`config.mk`:
```
export PLATFORM = sky130hd
export DESIGN_NAME = pipelined_adder
export DESIGN_NICKNAME = d
export VERILOG_FILES = /design/src/rtl/pipelined_adder_pkg.sv /design/src/rtl/adder_seg.sv /design/src/rtl/pipelined_adder.sv
export SDC_FILE = /design/constraint.sdc
export NUM_CORES = 1
export LEC_CHECK = 0
export ABC_AREA = 0
export CORE_AREA = 2 2 153 155
export DETAILED_ROUTE_END_ITERATION = 7
export DIE_AREA = 0 0 155 157
export MAX_ROUTING_LAYER = met4
export PLACE_DENSITY = 0.56
export SYNTH_ARGS = -nofsm -noshare
export SYNTH_HDL_FRONTEND = slang
export SYNTH_SLANG_ARGS = --single-unit
```
`constraint.sdc`:
```
create_clock -name clk -period 4.3 [get_ports clk]
set_clock_uncertainty 0.05 [all_clocks]
set_input_delay 0.86 -clock clk [delete_from_list [all_inputs] [get_ports clk]]
set_output_delay 0.86 -clock clk [all_outputs]
set_load 0.02 [all_outputs]
```
`src/rtl/pipelined_adder_pkg.sv`:
```
// Shared helpers for pipelined_adder: segment-width derivation, parameter
// legality check and the per-stage control bundle.
package pipelined_adder_pkg;

    // Bits handled by one ripple segment.
    function automatic int unsigned seg_width(input int unsigned width,
                                              input int unsigned stages);
        return (stages == 0) ? width : width / stages;
    endfunction

    function automatic bit params_legal(input int unsigned width,
                                        input int unsigned stages);
        return (width >= 1) && (stages >= 1) && (stages <= width) &&
               ((width % stages) == 0);
    endfunction

    // Control half of a stage register; the top adds the WIDTH-sized data fields.
    typedef struct packed {
        logic valid;
        logic carry;
    } stage_ctl_t;

endpackage

```
`src/rtl/adder_seg.sv`:
```
// Combinational SEG-bit ripple segment; also exposes the carry into its
// most significant bit so the top can derive signed overflow.
module adder_seg
    import pipelined_adder_pkg::*;
#(
    parameter int unsigned SEG = 8
) (
    input  logic [SEG-1:0] a,
    input  logic [SEG-1:0] b,
    input  logic           carry_i,
    output logic [SEG-1:0] sum,
    output logic           carry_o,
    output logic           carry_msb_o
);

    always_comb begin
        logic c;
        // NOTE: blocking assignments in combinational logic so each bit sees
        // the carry just computed by the bit below it within the same pass.
        c   = carry_i;
        sum = '0;
        for (int i = 0; i < SEG; i++) begin
            sum[i] = a[i] ^ b[i] ^ c;
            c      = (a[i] & b[i]) | (c & (a[i] ^ b[i]));
        end
        carry_o     = c;
        carry_msb_o = a[SEG-1] ^ b[SEG-1] ^ sum[SEG-1];
    end

endmodule

```
`src/rtl/pipelined_adder.sv`:
```
// WIDTH-bit adder split into STAGES registered ripple segments with a
// valid/ready handshake. Define PIPELINED_ADDER_OVF_EN to add overflow_o.
module pipelined_adder
    import pipelined_adder_pkg::*;
#(
    parameter int unsigned WIDTH  = 32,
    parameter int unsigned STAGES = 4
) (
    input  logic             clk,
    input  logic             rst_n,
    input  logic             valid_i,
    output logic             ready_o,
    input  logic [WIDTH-1:0] a,
    input  logic [WIDTH-1:0] b,
    input  logic             carry_i,
    output logic             valid_o,
    input  logic             ready_i,
    output logic [WIDTH-1:0] sum,
`ifdef PIPELINED_ADDER_OVF_EN
    output logic             overflow_o,
`endif
    output logic             carry_o
);

    localparam int unsigned SEG = seg_width(WIDTH, STAGES);

    if (!params_legal(WIDTH, STAGES)) begin : g_param_check
        $error("pipelined_adder: WIDTH must be a multiple of STAGES, 1 <= STAGES <= WIDTH");
    end

    // Operand fields travel whole; only the not-yet-added segments matter.
    typedef struct packed {
        stage_ctl_t       ctl;
        logic [WIDTH-1:0] sum;
        logic [WIDTH-1:0] a;
        logic [WIDTH-1:0] b;
    } stage_t;

    stage_t st_q [STAGES];
    stage_t st_d [STAGES];
    logic   adv;

    logic [SEG-1:0]    seg_a [STAGES];
    logic [SEG-1:0]    seg_b [STAGES];
    logic [SEG-1:0]    seg_s [STAGES];
    logic [STAGES-1:0] seg_ci;
    logic [STAGES-1:0] seg_co;
    logic [STAGES-1:0] seg_cmsb;

    for (genvar k = 0; k < STAGES; k++) begin : g_seg
        if (k == 0) begin : g_first
            assign seg_a[k]  = a[SEG-1:0];
            assign seg_b[k]  = b[SEG-1:0];
            assign seg_ci[k] = carry_i;
        end else begin : g_next
            assign seg_a[k]  = st_q[k-1].a[k*SEG +: SEG];
            assign seg_b[k]  = st_q[k-1].b[k*SEG +: SEG];
            assign seg_ci[k] = st_q[k-1].ctl.carry;
        end

        adder_seg #(.SEG(SEG)) u_seg (
            .a           (seg_a[k]),
            .b           (seg_b[k]),
            .carry_i     (seg_ci[k]),
            .sum         (seg_s[k]),
            .carry_o     (seg_co[k]),
            .carry_msb_o (seg_cmsb[k])
        );
    end

    always_comb begin
        adv  = ready_i | ~st_q[STAGES-1].ctl.valid;
        // NOTE: default every stage to hold so no path leaves st_d unassigned
        // (which would infer latches); advancing overrides it below.
        st_d = st_q;
        if (adv) begin
            st_d[0].ctl.valid = valid_i;
            st_d[0].ctl.carry = seg_co[0];
            st_d[0].sum       = WIDTH'(seg_s[0]);
            st_d[0].a         = a;
            st_d[0].b         = b;
            for (int k = 1; k < STAGES; k++) begin
                st_d[k]                    = st_q[k-1];
                st_d[k].ctl.carry          = seg_co[k];
                st_d[k].sum[k*SEG +: SEG]  = seg_s[k];
            end
        end
    end

    always_ff @(posedge clk or negedge rst_n) begin
        if (!rst_n) begin
            // NOTE: data fields are reset as well as valid bits, so sum and
            // carry_o read 0 after reset instead of leftover operands.
            for (int k = 0; k < STAGES; k++) st_q[k] <= '0;
        end else begin
            for (int k = 0; k < STAGES; k++) st_q[k] <= st_d[k];
        end
    end

    assign ready_o = adv;
    assign valid_o = st_q[STAGES-1].ctl.valid;
    assign sum     = st_q[STAGES-1].sum;
    assign carry_o = st_q[STAGES-1].ctl.carry;

`ifdef PIPELINED_ADDER_OVF_EN
    logic ovf_q, ovf_d;

    // Signed overflow: carry into the top bit differs from the carry out of it.
    always_comb ovf_d = adv ? (seg_cmsb[STAGES-1] ^ seg_co[STAGES-1]) : ovf_q;

    always_ff @(posedge clk or negedge rst_n) begin
        if (!rst_n) ovf_q <= 1'b0;
        else        ovf_q <= ovf_d;
    end

    assign overflow_o = ovf_q;
`endif

    // Final-stage operand copies and lower msb-carries have no consumer.
    logic unused_fold;
    assign unused_fold = ^{st_q[STAGES-1].a, st_q[STAGES-1].b, seg_cmsb};

endmodule
```
==> metrics.txt, run 1 <==
# TYPE chip_impl_metric gauge
chip_impl_info{name="outcome",value="finished, final reports clean"} 1
chip_impl_metric{name="critical_path_maximum_fanout",unit=""} 1
chip_impl_metric{name="fp.dieW",unit="um"} 155
chip_impl_metric{name="grt_first_pass_wirelength",unit="um"} 23640
chip_impl_info{name="clockRootBuffer",value="clkbuf_16"} 1
chip_impl_info{name="crit_family",value="adder cells"} 1
chip_impl_metric{name="yosys_warnings",unit=""} 0
chip_impl_info{name="type_of_the_most_critical_hold_path",value="register to register"} 1
chip_impl_metric{name="tightest_slew",unit="ns"} 0.8625
chip_impl_info{name="endpoint_kind",value="register"} 1
chip_impl_info{name="worst_hold_path.endpoint",value="valid_o$_DFFE_PN0P_"} 1
chip_impl_metric{name="timing.critical_path.required",unit="ns"} 4.60
chip_impl_metric{name="total_leakage_power",unit="uW"} 0.004594
chip_impl_metric{name="dpl-instance-area",unit="um^2"} 9419
chip_impl_metric{name="drv_slew",unit=""} 0
chip_impl_metric{name="power.density_cell_area",unit="nW/um^2"} 738.5
chip_impl_metric{name="finalPower",unit="uW"} 7397
chip_impl_metric{name="cts_hold_buffers",unit=""} 0
chip_impl_metric{name="initial_util",unit="%"} 37.56
chip_impl_metric{name="globalRoute.totalOverflow",unit=""} 0
chip_impl_metric{name="final_period_minus_worst_setup_slack",unit="ns"} 4.187
chip_impl_info{name="tritoncts",value="done"} 1
chip_impl_metric{name="num_vias",unit=""} 3863
chip_impl_metric{name="starting_drt_drc_count",unit=""} 174
chip_impl_metric{name="insertion_delay",unit="ns"} 0.42
chip_impl_metric{name="route.detailed.wl_per_inst",unit="um"} 15.94
chip_impl_metric{name="reg2reg_depth",unit=""} 12
chip_impl_info{name="cells_along_the_critical_path",value="clkdlybuf4s50_1 -> fa_1 -> inv_1 -> fa_1 -> inv_1 -> fa_1 -> fa_1 -> fa_1 -> fa_1 -> fa_1 -> inv_1 -> fa_1 -> a21oi_2"} 1
chip_impl_metric{name="setup_viol",unit=""} 0
chip_impl_metric{name="postSynthCellCount",unit=""} 496
chip_impl_metric{name="num_io_pins",unit=""} 104
chip_impl_info{name="critical_path_class",value="input port to register"} 1
chip_impl_info{name="timing.hold.worst.start",value="st_q[195]$_DFFE_PN0P_"} 1
chip_impl_metric{name="antennaDiodeCount",unit=""} 0
chip_impl_metric{name="reg2reg_setup_slack",unit="ns"} 0.17
chip_impl_info{name="reg2reg_from",value="seg_ci[1]$_DFFE_PN0P_"} 1
chip_impl_metric{name="fin_setup_tns",unit="ns"} 0
chip_impl_metric{name="fp.dieArea",unit="um^2"} 24340
chip_impl_info{name="rsz0062_at_grt",value="false"} 1
chip_impl_metric{name="dpl.hpwl",unit="um"} 8941
chip_impl_metric{name="syn_area",unit="um^2"} 8452
chip_impl_info{name="netlist_top_cells_area",value="dfrtp_1, mux2_4, fa_1, mux2_2, buf_4"} 1
chip_impl_metric{name="placement_rows",unit=""} 55
chip_impl_metric{name="htreeDepth",unit=""} 4
chip_impl_metric{name="cp_num_cells",unit=""} 13
chip_impl_metric{name="drive_above_1_share",unit="%"} 37.35
chip_impl_metric{name="grt_antenna_before_repair",unit=""} 0
chip_impl_metric{name="postSynthRegisterBits",unit=""} 184
chip_impl_metric{name="fillCellCount",unit=""} 1993
chip_impl_info{name="worst_path_most_repeated_cell",value="fa_1"} 1
chip_impl_metric{name="hold_viol",unit=""} 0
chip_impl_metric{name="worst_ir_drop_vdd",unit="mV"} 0.2934
chip_impl_metric{name="cts.sinks",unit=""} 184
chip_impl_metric{name="cts.clk_slew.worst_paths",unit="ns"} 0.07
chip_impl_metric{name="postRouteAntennaNets",unit=""} 0
chip_impl_metric{name="syn_nets",unit=""} 597
chip_impl_metric{name="track_usage",unit="%"} 12.70
chip_impl_info{name="crit_slowest_cell",value="clkdlybuf4s50_1"} 1
chip_impl_metric{name="crit_arrival",unit="ns"} 4.49
chip_impl_metric{name="drv_cap",unit=""} 0
chip_impl_metric{name="vias_per_cell",unit=""} 4.461
chip_impl_metric{name="worstHoldPathCells",unit=""} 1
chip_impl_info{name="synthDominantAreaCellType",value="dfrtp_1"} 1
chip_impl_metric{name="crit_buf_inv",unit=""} 4
chip_impl_metric{name="buffer_ports.inserted",unit=""} 103
chip_impl_metric{name="core_box_area",unit="um^2"} 22500
chip_impl_metric{name="syn_area_per_cell",unit="um^2"} 17.04
chip_impl_metric{name="hold_slack",unit="ns"} 0.4201
chip_impl_metric{name="synth_sequential_area_ratio",unit="%"} 54.48
chip_impl_metric{name="gp_routability_congestion",unit=""} 0.6991
chip_impl_metric{name="die_h",unit="um"} 157
chip_impl_metric{name="fmax",unit="MHz"} 238.8
chip_impl_metric{name="nNetsFinal",unit=""} 670
chip_impl_metric{name="critical_path.max_stage_delay",unit="ns"} 0.44
chip_impl_metric{name="first_pass_iters",unit=""} 4
chip_impl_metric{name="grt_start_max_net_pins",unit=""} 107
chip_impl_metric{name="area_growth_syn_to_layout",unit="%"} 18.51
chip_impl_metric{name="totalWireLength",unit="um"} 13800
chip_impl_metric{name="synth_cell_type_count",unit=""} 13
chip_impl_metric{name="first_global_vias",unit=""} 4471
chip_impl_metric{name="layout_worst_path_cycle_share",unit="%"} 97.37
chip_impl_metric{name="post-synth-top-area-fraction",unit="%"} 54.48
chip_impl_metric{name="max-slew-margin-rel",unit="%"} 42.50
chip_impl_metric{name="cts_max_path_buffers",unit=""} 2
chip_impl_info{name="r2r_end",value="st_q[275]$_DFFE_PN0P_"} 1
chip_impl_metric{name="cts-buffers-inserted",unit=""} 17
chip_impl_info{name="critPathLaunchType",value="input port"} 1
chip_impl_metric{name="drc",unit=""} 0
chip_impl_metric{name="layout.cell_area.non_filler",unit="um^2"} 10020
-- layer usage --
| metal | vias up | GRT usage, % | share of wire [%] |
|---|---|---|---|
| met5 | - | - | 0 |
| met2 | 79 | 19.13 | 47 |
| met4 | 0 | 3.439 | 0.80 |
| li1 | 1781 | - | - |
| met3 | 9 | 3.414 | 4.1 |
| met1 | 1994 | 17.05 | 48 |
-- state kept, by name, indices dropped and copies added, names as in the netlist --
| name | count |
|---|---|
| seg_a | 24 |
| seg_ci | 3 |
| sum | 32 |
| st_q | 99 |
| carry_o | 1 |
| valid_o | 1 |
| seg_b | 24 |
-- final cells by class --
class	count	area, um^2	area share (%)
Clock buffer	19	452.9	4.522
Clock inverter	12	117.6	1.174
Inverter	28	105.1	1.049
Multi-Input combinational cell	229	3262	32.57
Sequential cell	184	4604	45.97
Tap cell	285	356.6	3.560
Timing Repair Buffer	109	1117	11.16
-- metrics by stage --
step | setup WS, ns | std cells | utilization, %
2_1_floorplan | 0.2243 | 496 | -
3_3_place_gp | -0.3305 | 834 | 41.86
3_5_place_dp | -0.3800 | 834 | 41.86
4_1_cts | 0.01651 | 865 | 44.40
5_1_grt | 0.003481 | 866 | 44.51
6_report | 0.1131 | 866 | 44.51
-- cell families after synthesis --
kind of cell	after synthesis	synth area share, %
muxes	171	28.78
DFF	184	54.48
and+or+nand+nor	14	1.214
AOI/OAI and AO/OA	12	0.7106
buffers and inverters	83	7.239
adders and majority gates	32	7.580
-- power breakdown --
group	leakage, uW	internal, uW	switching [uW]
Combinational	0.00219	1810	1100
Clock	0.000268	833	686
Sequential	0.00213	2490	482
-- Yosys cell counts --
library cell / count
dfrtp_1: 184
mux2_4: 135
mux2_2: 36
buf_4: 32
fa_1: 32
inv_1: 28
a21oi_1: 12
nor3b_1: 12
buf_8: 11
buf_6: 7
buf_2: 3
clkbuf_1: 2
nand2b_1: 2
-- timing repair --
| action | CTS | global route |
|---|---|---|
| endpoints found under the setup margin | 1 | 4 |
| buffers inserted | 0 | 1 |
| pin swaps | 0 | 0 |
| resized for setup | 1 | 6 |
-- cells in the final DEF, fill, tap and decap left out --
master           netlist  final
a21oi_1               12     11
a21oi_2                0      1
buf_12                 0      3
buf_4                 32      3
bufinv_16              0      1
clkbuf_16              0     17
clkbuf_8               0      3
clkdlybuf4s50_1        0    102
clkinv_2               0      1
clkinv_4               0      3
clkinvlp_4             0      4
dfrtp_1              184    184
fa_1                  32     26
fa_2                   0      6
inv_1                 28     28
inv_6                  0      3
mux2_2                36     36
mux2_4               135    135
nand2b_1               2      1
nand2b_4               0      1
nor3b_1               12     12
-- worst max-delay path by stage --
stage,from,to,slack [ns]
floorplan,a[0],st_q[365]$_DFFE_PN0P_,0.22
global placement,a[0],st_q[365]$_DFFE_PN0P_,-0.33
detailed placement,a[0],st_q[365]$_DFFE_PN0P_,-0.38
CTS,seg_ci[2]$_DFFE_PN0P_,st_q[185]$_DFFE_PN0P_,0.02
global route,a[0],st_q[365]$_DFFE_PN0P_,0.003
finish,a[0],st_q[365]$_DFFE_PN0P_,0.11
Power figures use the tool's default switching activity.
==> run 2, diff against run 1 <==
--- a/config.mk
+++ b/config.mk
@@ -6,11 +6,11 @@
 export NUM_CORES = 1
 export LEC_CHECK = 0
 export ABC_AREA = 0
-export CORE_AREA = 2 2 153 155
+export CORE_AREA = 3 3 171 140
 export DETAILED_ROUTE_END_ITERATION = 7
-export DIE_AREA = 0 0 155 157
+export DIE_AREA = 0 0 174 143
 export MAX_ROUTING_LAYER = met4
-export PLACE_DENSITY = 0.56
+export PLACE_DENSITY = 0.57
 export SYNTH_ARGS = -nofsm -noshare
 export SYNTH_HDL_FRONTEND = slang
 export SYNTH_SLANG_ARGS = --single-unit
==> metrics.txt, run 2 (synthesized netlist as in run 1, its figures left out) <==
# TYPE chip_impl_metric gauge
chip_impl_metric{name="drv_cap",unit=""} 0
chip_impl_info{name="crit_slowest_cell",value="clkdlybuf4s50_1"} 1
chip_impl_metric{name="reg2reg_depth",unit=""} 12
chip_impl_metric{name="fmax",unit="MHz"} 240.5
chip_impl_metric{name="reg2reg_setup_slack",unit="ns"} 0.23
chip_impl_info{name="worst_path_most_repeated_cell",value="fa_1"} 1
chip_impl_metric{name="placement_rows",unit=""} 49
chip_impl_info{name="critical_path_class",value="input port to register"} 1
chip_impl_metric{name="drive_above_1_share",unit="%"} 37.63
chip_impl_metric{name="buffer_ports.inserted",unit=""} 103
chip_impl_metric{name="die_h",unit="um"} 143
chip_impl_metric{name="drc",unit=""} 0
chip_impl_metric{name="largest_reg_flops",unit=""} 99
chip_impl_metric{name="timing.critical_path.required",unit="ns"} 4.59
chip_impl_info{name="r2r_end",value="sum[31]$_DFFE_PN0P_"} 1
chip_impl_info{name="crit_family",value="adder cells"} 1
chip_impl_info{name="rsz0062_at_grt",value="false"} 1
chip_impl_info{name="outcome",value="finished, final reports clean"} 1
chip_impl_metric{name="vias_per_cell",unit=""} 4.389
chip_impl_info{name="critPathLaunchType",value="input port"} 1
chip_impl_metric{name="antennaDiodeCount",unit=""} 0
chip_impl_metric{name="nNetsFinal",unit=""} 670
chip_impl_metric{name="track_usage",unit="%"} 12.25
chip_impl_info{name="most-common-layout-cells",value="dfrtp_1, mux2_4, clkdlybuf4s50_1"} 1
chip_impl_metric{name="tightest_slew",unit="ns"} 0.9620
chip_impl_metric{name="grt_start_max_net_pins",unit=""} 123
chip_impl_metric{name="postRouteAntennaNets",unit=""} 0
chip_impl_info{name="clockRootBuffer",value="clkbuf_16"} 1
chip_impl_info{name="endpoint_kind",value="register"} 1
chip_impl_metric{name="fin_cells",unit=""} 888
chip_impl_metric{name="fp.dieW",unit="um"} 174
chip_impl_metric{name="drv_slew",unit=""} 0
chip_impl_metric{name="final_period_minus_worst_setup_slack",unit="ns"} 4.158
chip_impl_metric{name="starting_drt_drc_count",unit=""} 169
chip_impl_metric{name="cts_max_path_buffers",unit=""} 2
chip_impl_metric{name="post-place-cells",unit=""} 856
chip_impl_metric{name="grt_antenna_before_repair",unit=""} 0
chip_impl_info{name="regMostFlops",value="st_q"} 1
chip_impl_metric{name="insertion_delay",unit="ns"} 0.42
chip_impl_info{name="tritoncts",value="done"} 1
chip_impl_metric{name="power.density_cell_area",unit="nW/um^2"} 730.0
chip_impl_metric{name="area_growth_syn_to_layout",unit="%"} 18.45
chip_impl_metric{name="crit_buf_inv",unit=""} 4
chip_impl_metric{name="totalWireLength",unit="um"} 13730
chip_impl_metric{name="grt_first_pass_wirelength",unit="um"} 23610
chip_impl_metric{name="finalPower",unit="uW"} 7308
chip_impl_metric{name="cp_num_cells",unit=""} 13
chip_impl_metric{name="multiInputGateArea",unit="um^2"} 3263
chip_impl_metric{name="gp_routability_congestion",unit=""} 0.7310
chip_impl_metric{name="seq_area",unit="um^2"} 4604
chip_impl_metric{name="critical_path_maximum_fanout",unit=""} 1
chip_impl_metric{name="cts.sinks",unit=""} 184
chip_impl_metric{name="num_vias",unit=""} 3897
chip_impl_metric{name="cts_setup_buffers",unit=""} 0
chip_impl_metric{name="worst_ir_drop_vdd",unit="mV"} 0.3105
chip_impl_metric{name="htreeDepth",unit=""} 4
chip_impl_metric{name="initial_util",unit="%"} 37.87
chip_impl_metric{name="cts-buffers-inserted",unit=""} 17
chip_impl_metric{name="critical_path.max_stage_delay",unit="ns"} 0.43
chip_impl_metric{name="num_io_pins",unit=""} 104
chip_impl_metric{name="route.detailed.wl_per_inst",unit="um"} 15.47
chip_impl_info{name="worst_hold_path.endpoint",value="valid_o$_DFFE_PN0P_"} 1
chip_impl_metric{name="cts.clk_slew.worst_paths",unit="ns"} 0.07
chip_impl_metric{name="dpl.hpwl",unit="um"} 9132
chip_impl_metric{name="layout_worst_path_cycle_share",unit="%"} 96.71
chip_impl_info{name="cells_along_the_critical_path",value="clkdlybuf4s50_1 -> fa_1 -> inv_1 -> fa_1 -> inv_1 -> fa_1 -> fa_1 -> fa_1 -> fa_2 -> fa_1 -> inv_1 -> fa_1 -> a21oi_1"} 1
chip_impl_metric{name="crit_arrival",unit="ns"} 4.45
chip_impl_metric{name="setup_viol",unit=""} 0
chip_impl_metric{name="globalRoute.totalOverflow",unit=""} 0
chip_impl_metric{name="core_box_area",unit="um^2"} 22320
chip_impl_metric{name="total_leakage_power",unit="uW"} 0.004585
chip_impl_metric{name="fp.dieArea",unit="um^2"} 24880
chip_impl_info{name="reg2reg_from",value="seg_ci[3]$_DFFE_PN0P_"} 1
chip_impl_metric{name="first_global_vias",unit=""} 4354
chip_impl_metric{name="first_pass_iters",unit=""} 4
chip_impl_info{name="most_common_cell_after_layout_fill_and_taps_aside",value="dfrtp_1"} 1
chip_impl_metric{name="worstHoldPathCells",unit=""} 1
chip_impl_metric{name="hold_viol",unit=""} 0
chip_impl_metric{name="fillCellCount",unit=""} 1969
chip_impl_info{name="type_of_the_most_critical_hold_path",value="register to register"} 1
chip_impl_info{name="timing.hold.worst.start",value="st_q[195]$_DFFE_PN0P_"} 1
chip_impl_metric{name="max-slew-margin-rel",unit="%"} 35.87
[run 2: cell types whose count changed in the layout (fill, tap and decap cells not counted), moves of 2 or more]
cell,change
clkbuf_8,-2
clkinv_2,+3
fa_1,-2
inv_8,+2
fa_2,+2
[run 2: stage by stage]
stage / setup WS (ns) / utilization, % / cell area [um^2] / setup TNS [ns] / hold WS (ns)
floorplan: 0.2243 / - / 8452 / 0 / 0.3849
detailed placement: -0.4095 / 42.30 / 9440 / -0.7074 / 0.4244
global route: 0.01099 / 44.86 / 10010 / 0 / 0.4651
global placement: -0.3250 / 42.30 / 9440 / -0.5115 / 0.4055
finish: 0.1416 / 44.86 / 10010 / 0 / 0.4420
CTS: 0.04885 / 44.78 / 9993 / 0 / 0.4430
[run 2: final cells by class]
cell class	count	area share, %
timing repair buffer	109	11.04
clock buffer	17	4.249
tap	306	3.825
clock inverter	15	1.250
inverter	28	1.050
multi-input combinational	229	32.60
sequential	184	45.99
[run 2: where the power goes]
part           internal, uW  leakage, uW  switching (uW)
registers              2490      0.00213             485
clock network           754     0.000266             697
logic                  1790      0.00218            1090
[run 2: worst register-to-register path, delay by kind of cell (launching register included)]
| family | cells | cell delay [ns] |
|---|---|---|
| DFF | 1 | 0.40 |
| buffers and inverters | 3 | 0.26 |
| adders and majority gates | 8 | 3.16 |
| AOI/OAI and AO/OA | 1 | 0.12 |
[run 2: per-layer routing]
layer  global-route usage (%)  wire length, um
met1                    17.62             7067
met2                    17.01             5961
met3                    3.509              577
met4                    3.173              127
met5                        -                0
[run 2: what timing repair did]
| item | 4_1_cts | 5_1_grt |
|---|---|---|
| endpoints found under the setup margin | 1 | 4 |
| gates resized for setup | 1 | 7 |
| hold buffers | 0 | 0 |
[run 2: worst max-delay path by stage]
| stage | slack [ns] | to | from |
|---|---|---|---|
| final | 0.14 | st_q[365]$_DFFE_PN0P_ | a[0] |
| after global placement | -0.32 | st_q[365]$_DFFE_PN0P_ | a[0] |
| after CTS | 0.05 | st_q[185]$_DFFE_PN0P_ | seg_ci[2]$_DFFE_PN0P_ |
| after detailed placement | -0.41 | st_q[365]$_DFFE_PN0P_ | a[0] |
| after global routing | 0.01 | st_q[185]$_DFFE_PN0P_ | seg_ci[2]$_DFFE_PN0P_ |
| after floorplan | 0.22 | st_q[365]$_DFFE_PN0P_ | a[0] |
